$ cat src/rtl/seg7_pkg.sv
// Shared types, constants and glyph table for the multiplexed 7-segment scanner.
package seg7_pkg;

  typedef enum logic {
    BLANK = 1'b0,
    DRIVE = 1'b1
  } state_e;

  localparam logic [6:0] SEG_OFF = 7'h7F;

  // Active-low {g,f,e,d,c,b,a} glyphs; element 0 is the rightmost entry.
  localparam logic [15:0][6:0] SEG_GLYPH = {
    7'h0E, 7'h06, 7'h21, 7'h46, 7'h03, 7'h08, 7'h10, 7'h00,
    7'h78, 7'h02, 7'h12, 7'h19, 7'h30, 7'h24, 7'h79, 7'h40
  };

  function automatic int unsigned cnt_width(input int unsigned a, input int unsigned b);
    int unsigned m;
    int unsigned w;
    m = (a > b) ? a : b;
    w = $clog2(m);
    return (w < 1) ? 1 : w;
  endfunction

endpackage : seg7_pkg

$ cat src/rtl/seg7_scan_if.sv
// Nibble load port and display drive signals of the 7-segment scanner.
interface seg7_scan_if #(
  parameter int unsigned DIGITS = 4
);

  logic [4*DIGITS-1:0] data;
  logic                data_load;
  logic [DIGITS-1:0]   an;
  logic [6:0]          seg;
  logic                frame_start;

  modport master (
    output data,
    output data_load,
    input  an,
    input  seg,
    input  frame_start
  );

  modport slave (
    input  data,
    input  data_load,
    output an,
    output seg,
    output frame_start
  );

endinterface : seg7_scan_if

$ cat src/rtl/hex_to_seg7.sv
// Combinational hex nibble to active-low 7-segment glyph decoder.
module hex_to_seg7
  import seg7_pkg::*;
(
  input  logic [3:0] nib_i,
  output logic [6:0] seg_c_o
);

  assign seg_c_o = SEG_GLYPH[nib_i];

endmodule : hex_to_seg7

$ cat src/rtl/seg7_scan.sv
// Multiplexed common-anode 7-segment driver with blanking gaps and frame-aligned shadow update.
// Optional leading-zero blanking is enabled by defining SEG7_LZ_BLANK_EN.
module seg7_scan
  import seg7_pkg::*;
#(
  parameter int unsigned DIGITS    = 4,
  parameter int unsigned TICK_DIV  = 50000,
  parameter int unsigned BLANK_CYC = 500
) (
  input  logic        clk,
  input  logic        rst_n,
  seg7_scan_if.slave  bus
);

  localparam int unsigned DATA_W = 4 * DIGITS;
  localparam int unsigned CNT_W  = cnt_width(TICK_DIV, BLANK_CYC);
  localparam int unsigned IDX_W  = (DIGITS > 1) ? $clog2(DIGITS) : 1;

  localparam logic [CNT_W-1:0] BLANK_LAST = CNT_W'(BLANK_CYC - 1);
  localparam logic [CNT_W-1:0] TICK_LAST  = CNT_W'(TICK_DIV - 1);
  localparam logic [IDX_W-1:0] IDX_LAST   = IDX_W'(DIGITS - 1);

  state_e              state_q, state_d;
  logic [IDX_W-1:0]    idx_q, idx_d;
  logic [CNT_W-1:0]    cnt_q, cnt_d;
  logic [DATA_W-1:0]   shadow_q, shadow_d;
  logic [DATA_W-1:0]   pending_q, pending_d;
  logic                pend_vld_q, pend_vld_d;
  logic [DIGITS-1:0]   an_q, an_d;
  logic [6:0]          seg_q, seg_d;
  logic                fs_q, fs_d;
  logic                boundary;
  logic [3:0]          nib;
  logic [6:0]          glyph;

  // Scan sequencing, frame boundary detection and pending/shadow handoff.
  always_comb begin
    state_d    = state_q;
    idx_d      = idx_q;
    cnt_d      = cnt_q;
    shadow_d   = shadow_q;
    pending_d  = pending_q;
    pend_vld_d = pend_vld_q;
    boundary   = 1'b0;

    case (state_q)
      BLANK: begin
        if (cnt_q == BLANK_LAST) begin
          state_d = DRIVE;
          cnt_d   = '0;
        end else begin
          cnt_d = cnt_q + CNT_W'(1);
        end
      end
      DRIVE: begin
        if (cnt_q == TICK_LAST) begin
          state_d = BLANK;
          cnt_d   = '0;
          if (idx_q == IDX_LAST) begin
            idx_d    = '0;
            boundary = 1'b1;
          end else begin
            idx_d = idx_q + IDX_W'(1);
          end
        end else begin
          cnt_d = cnt_q + CNT_W'(1);
        end
      end
      default: begin
        state_d = BLANK;
        cnt_d   = '0;
      end
    endcase

    if (boundary && pend_vld_q) begin
      shadow_d   = pending_q;
      pend_vld_d = 1'b0;
    end

    // A load on the boundary cycle lands in pending after the old value moved to shadow.
    if (bus.data_load) begin
      pending_d  = bus.data;
      pend_vld_d = 1'b1;
    end
  end

  assign nib = 4'(shadow_d >> {idx_d, 2'b00});

  hex_to_seg7 u_dec (
    .nib_i   (nib),
    .seg_c_o (glyph)
  );

`ifdef SEG7_LZ_BLANK_EN
  logic lz_zero;
  assign lz_zero = ((shadow_d >> {idx_d, 2'b00}) == '0);
`endif

  // Output values are derived from next-state so the registers line up with state_q.
  always_comb begin
    an_d  = '1;
    seg_d = SEG_OFF;
    fs_d  = boundary;

    if (state_d == DRIVE) begin
      an_d  = ~(DIGITS'(1) << idx_d);
      seg_d = glyph;
`ifdef SEG7_LZ_BLANK_EN
      if ((idx_d != '0) && lz_zero) begin
        an_d  = '1;
        seg_d = SEG_OFF;
      end
`endif
    end
  end

  always_ff @(posedge clk or negedge rst_n) begin
    if (!rst_n) begin
      state_q    <= BLANK;
      idx_q      <= '0;
      cnt_q      <= '0;
      shadow_q   <= '0;
      pending_q  <= '0;
      pend_vld_q <= 1'b0;
      an_q       <= '1;
      seg_q      <= SEG_OFF;
      fs_q       <= 1'b0;
    end else begin
      state_q    <= state_d;
      idx_q      <= idx_d;
      cnt_q      <= cnt_d;
      shadow_q   <= shadow_d;
      pending_q  <= pending_d;
      pend_vld_q <= pend_vld_d;
      an_q       <= an_d;
      seg_q      <= seg_d;
      fs_q       <= fs_d;
    end
  end

  assign bus.an          = an_q;
  assign bus.seg         = seg_q;
  assign bus.frame_start = fs_q;

endmodule : seg7_scan

$ cat src/flat_wrapper.sv
// flat-port wrapper written by rule: the top's interface ports become plain ports
module seg7_scan_flat import seg7_pkg::*;
#(
  parameter int unsigned DIGITS    = 4,
  parameter int unsigned TICK_DIV  = 50000,
  parameter int unsigned BLANK_CYC = 500
)
  (clk, rst_n, bus_data, bus_data_load, bus_an, bus_seg, bus_frame_start);
  seg7_scan_if #(.DIGITS(DIGITS)) bus_i ();
  input  logic clk;
  input  logic rst_n;
  input wire logic [$bits(bus_i.data)-1:0] bus_data;
  input wire logic [$bits(bus_i.data_load)-1:0] bus_data_load;
  output wire logic [$bits(bus_i.an)-1:0] bus_an;
  output wire logic [$bits(bus_i.seg)-1:0] bus_seg;
  output wire logic [$bits(bus_i.frame_start)-1:0] bus_frame_start;
  assign bus_i.data = bus_data;
  assign bus_i.data_load = bus_data_load;
  assign bus_an = bus_i.an;
  assign bus_seg = bus_i.seg;
  assign bus_frame_start = bus_i.frame_start;
  seg7_scan #(.DIGITS(DIGITS), .TICK_DIV(TICK_DIV), .BLANK_CYC(BLANK_CYC)) u_core (.clk(clk), .rst_n(rst_n), .bus(bus_i));
endmodule
$ cat config.mk
export PLATFORM = sky130hd
export DESIGN_NAME = seg7_scan_flat
export DESIGN_NICKNAME = d
export VERILOG_FILES = /design/src/rtl/seg7_pkg.sv /design/src/rtl/seg7_scan_if.sv /design/src/rtl/hex_to_seg7.sv /design/src/rtl/seg7_scan.sv /design/src/flat_wrapper.sv
export SDC_FILE = /design/constraint.sdc
export NUM_CORES = 1
export LEC_CHECK = 0
export ABC_AREA = 0
export ABC_CLOCK_PERIOD_IN_PS = 3400
export CAP_MARGIN = 0
export CORE_MARGIN = 1
export CORE_UTILIZATION = 45
export CTS_CLUSTER_SIZE = 16
export DETAILED_ROUTE_END_ITERATION = 7
export GPL_ROUTABILITY_DRIVEN = 0
export GPL_TIMING_DRIVEN = 0
export PLACE_DENSITY = 0.65
export SYNTH_ARGS = -nofsm -noshare
export SYNTH_HDL_FRONTEND = slang
export SYNTH_SLANG_ARGS = --single-unit
$ cat constraint.sdc
create_clock -name clk -period 3.4 [get_ports clk]
set_input_delay 0.68 -clock clk [delete_from_list [all_inputs] [get_ports clk]]
set_output_delay 0.68 -clock clk [all_outputs]
set_load 0.01 [all_outputs]
==> flow_summary.ini <==
[timing]
period_needed_ns = 3.147
max_slew_margin_pct = 46.41
setup_viol = 0
hold_viol_final = 0
max_freq_ghz = 0.3178
fin_skew_ns = 0.009163
maxSlewViolCount = 0
worst_pin_slew_ns = 0.8038
whs_ns = 0.4107
timing.final.crit_share_pct = 92.55

[logic_synthesis]
mappedNetlistArea_mm2 = 0.003202
syn-num-nets = 312
yosys-top-cells-area = dfrtp_1 (41%), dfstp_2 (9.0%), mux2_2 (7.0%)
ys_warn_count = 0
yosysTopAreaCellShare_pct = 41.42
ys_ff_latch = 64
synthCells = 285
synth_ff_type = dfrtp_1
synth_edf_count = 0
synth.avg_cell_area_um2 = 11.23
ys_types = 61
async_flop_share_pct = 100.0
synth_top_area_cell = dfrtp_1
ys_seq_area_share_pct = 50.45

[worst_setup_path]
path_delay_family = simple AND/OR/NAND/NOR gates
path_buf_inv = 2
cp_max_fo = 10
critPathLaunch = u_core.cnt_q[10]$_DFF_PN0_
worstPathArrival_ns = 3.42
path_class = flip-flop to flip-flop
crit_slowest_cell = or4_4
end_kind = flip-flop
critPathLaunchType = flip-flop
worst-endpoint-required_ns = 3.67
max_stage_delay_ns = 0.62
r2r_start = u_core.cnt_q[10]$_DFF_PN0_
worstPathCellList = or4_4 > nor3_4 > nand2_4 > buf_6 > mux2_4 > nor2b_4 > nor4_4 > ha_1 > inv_1 > a21boi_1 > o21ai_0 > o211ai_2

[finish]
finish.instance_area_mm2 = 0.003919
fin_util_pct = 57.36
layout-drive-gt1-share_pct = 25.52
syn2layout_area_growth_pct = 22.39
nNetsFinal = 359
antenna_cells = 0
fin_cells = 433

[floorplanning]
design.die.area_mm2 = 0.007456
die_h_um = 86.35
row_count = 30
ioPinCount = 31
initial_core_util_pct = 46.87
die_x_um = 86.35
core-area_mm2 = 0.006832

[global_routing]
antenna_found_initial = 0
grt_usage_pct = 18.65
grt_pass1_vias = 2177
grt_max_degree = 65
grt_pass1_wl_um = 10700
grt_overflow_total = 0

[power]
leakagePower_nw = 1.750
pwr-share-clk_pct = 47.8
vdd_drop_max_uv = 258.5
p_int_mw = 1.300
power_frac_seq_pct = 48.6
power.density_mw_per_mm2 = 416.1
power_switching_mw = 0.3310
pwr-share-comb_pct = 3.6
switching_share_pct = 20.30
total_power_mw = 1.631

[clock_tree]
h-tree-depth = 3
ctsRootBufferMaster = clkbuf_8
clock_path_buffers = 2
clk_latency_ns = 0.34
cts_tree = done
numClockSinks = 64
path_clk_slew_ns = 0.07
cts_made_buffers = 9

[routing]
dr.first_iter.drc_count = 108
drcViolationCount = 0
wirelength_um = 6123
ant_nets = 0
wl_per_cell_um = 14.14
via_per_inst = 5.215
first_pass_iters = 4
vias = 2258

[min_path]
hold_path_class = input port to asynchronous set/reset pin

[placed_design]
dpl_cell_area_mm2 = 0.003610
hpwlAfterDp_um = 4208
post-place-cells = 410
io_buffers = 29

[flow_run]
cap_violations = 0

[run_status]
status = finished clean
==> cell families (layout without fill, tap and decap cells) <==
logic type | after synthesis | after routing | synth area share [%]
AOI/OAI and AO/OA | 28 | 28 | 6.721
xor gates and xnor gates | 14 | 14 | 3.830
adders and majority gates | 8 | 8 | 3.126
buffers and inverters | 17 | 69 | 2.813
DFF | 64 | 64 | 50.45
muxes | 29 | 29 | 10.47
and+or+nand+nor | 125 | 125 | 22.59
==> power by group through the flow <==
stage | sequential [mW] | clock (mW) | combinational, mW
floorplan | 0.802 | 0 | 0.0233
global placement | 0.806 | 0 | 0.0598
detailed placement | 0.806 | 0 | 0.0609
CTS | 0.792 | 0.798 | 0.0610
global route | 0.794 | 0.826 | 0.0665
finish | 0.792 | 0.780 | 0.0586
==> layer usage <==
layer / GRT usage (%) / vias up / share of wire, %
met4: 7.424 / 0 / 2.3
met1: 27.74 / 1091 / 50
met5: 0 / - / 0
met2: 25.90 / 53 / 44
li1: - / 1102 / -
met3: 4.762 / 12 / 4.2
==> placed cells by master (no fill, tap or decap), types with 9 or more instances in the layout <==
| cell type | n |
|---|---|
| clkbuf_8 | 9 |
| clkdlybuf4s50_1 | 28 |
| dfrtp_1 | 53 |
| dfstp_2 | 11 |
| mux2_2 | 20 |
| nand2_1 | 45 |
| nand3_1 | 12 |
| nor2_1 | 18 |
==> synthesized netlist by cell type (all sizes together) (6+ instances only) <==
library cell / number
dfrtp: 53
nand2: 47
mux2: 24
nor2: 19
nand3: 12
dfstp: 11
ha: 8
xor2: 8
inv: 7
nor4: 7
nand2b: 6
nor3: 6
o21ai: 6
xnor2: 6
==> timing repair <==
item | CTS | global route
gates resized for setup | 1 | 3
hold buffers | 0 | 0
hold endpoints to repair | 0 | 0
pin swaps | 0 | 2
setup buffers | 0 | 7
endpoints found under the setup margin | 5 | 7
==> worst paths after layout <==
| check | end | slack, ns | depth (start not counted) |
|---|---|---|---|
| min reg2reg | u_core.shadow_q[4]$_DFF_PN0_ | 0.46 | 2 |
| max reg2reg | u_core.bus.seg[3]$_DFF_PN1_ | 0.25 | 12 |
| max | u_core.bus.seg[3]$_DFF_PN1_ | 0.25 | 12 |
| min in group clk | u_core.shadow_q[4]$_DFF_PN0_ | 0.46 | 2 |
| min | u_core.cnt_q[9]$_DFF_PN0_ | 0.41 | 1 |
| max in group asynchronous | u_core.cnt_q[11]$_DFF_PN0_ | 2.44 | 1 |
==> stage by stage <==
| stage | setup slack (ns) | TNS (ns) |
|---|---|---|
| 6_report | 0.2531 | 0 |
| 5_1_grt | -0.03038 | -0.05483 |
| 4_1_cts | 0.04779 | 0 |
| 3_5_place_dp | -0.1538 | -0.5599 |
| 3_3_place_gp | -0.4743 | -25.55 |
| 2_1_floorplan | 0.4986 | 0 |
==> sequential cells by signal (all words and copies together) (netlist names) <==
name / cells
u_core.bus.an: 4
u_core.bus.frame_start: 1
u_core.bus.seg: 7
u_core.cnt_q: 16
u_core.idx_q: 2
u_core.pend_vld_q: 1
u_core.pending_q: 16
u_core.shadow_q: 16
u_core.state_q: 1
==> area by class of cell <==
class	instances	area, um2
plain buffers	10	63.81
clock buffers	10	127.6
clock inverters	6	107.6
fillers	608	2913
inverters	7	26.28
multi-input cells	204	1518
flip-flops and latches	64	1615
well taps	96	120.1
repair buffers	36	340.3
No activity file was read; power rests on OpenSTA's default activity.
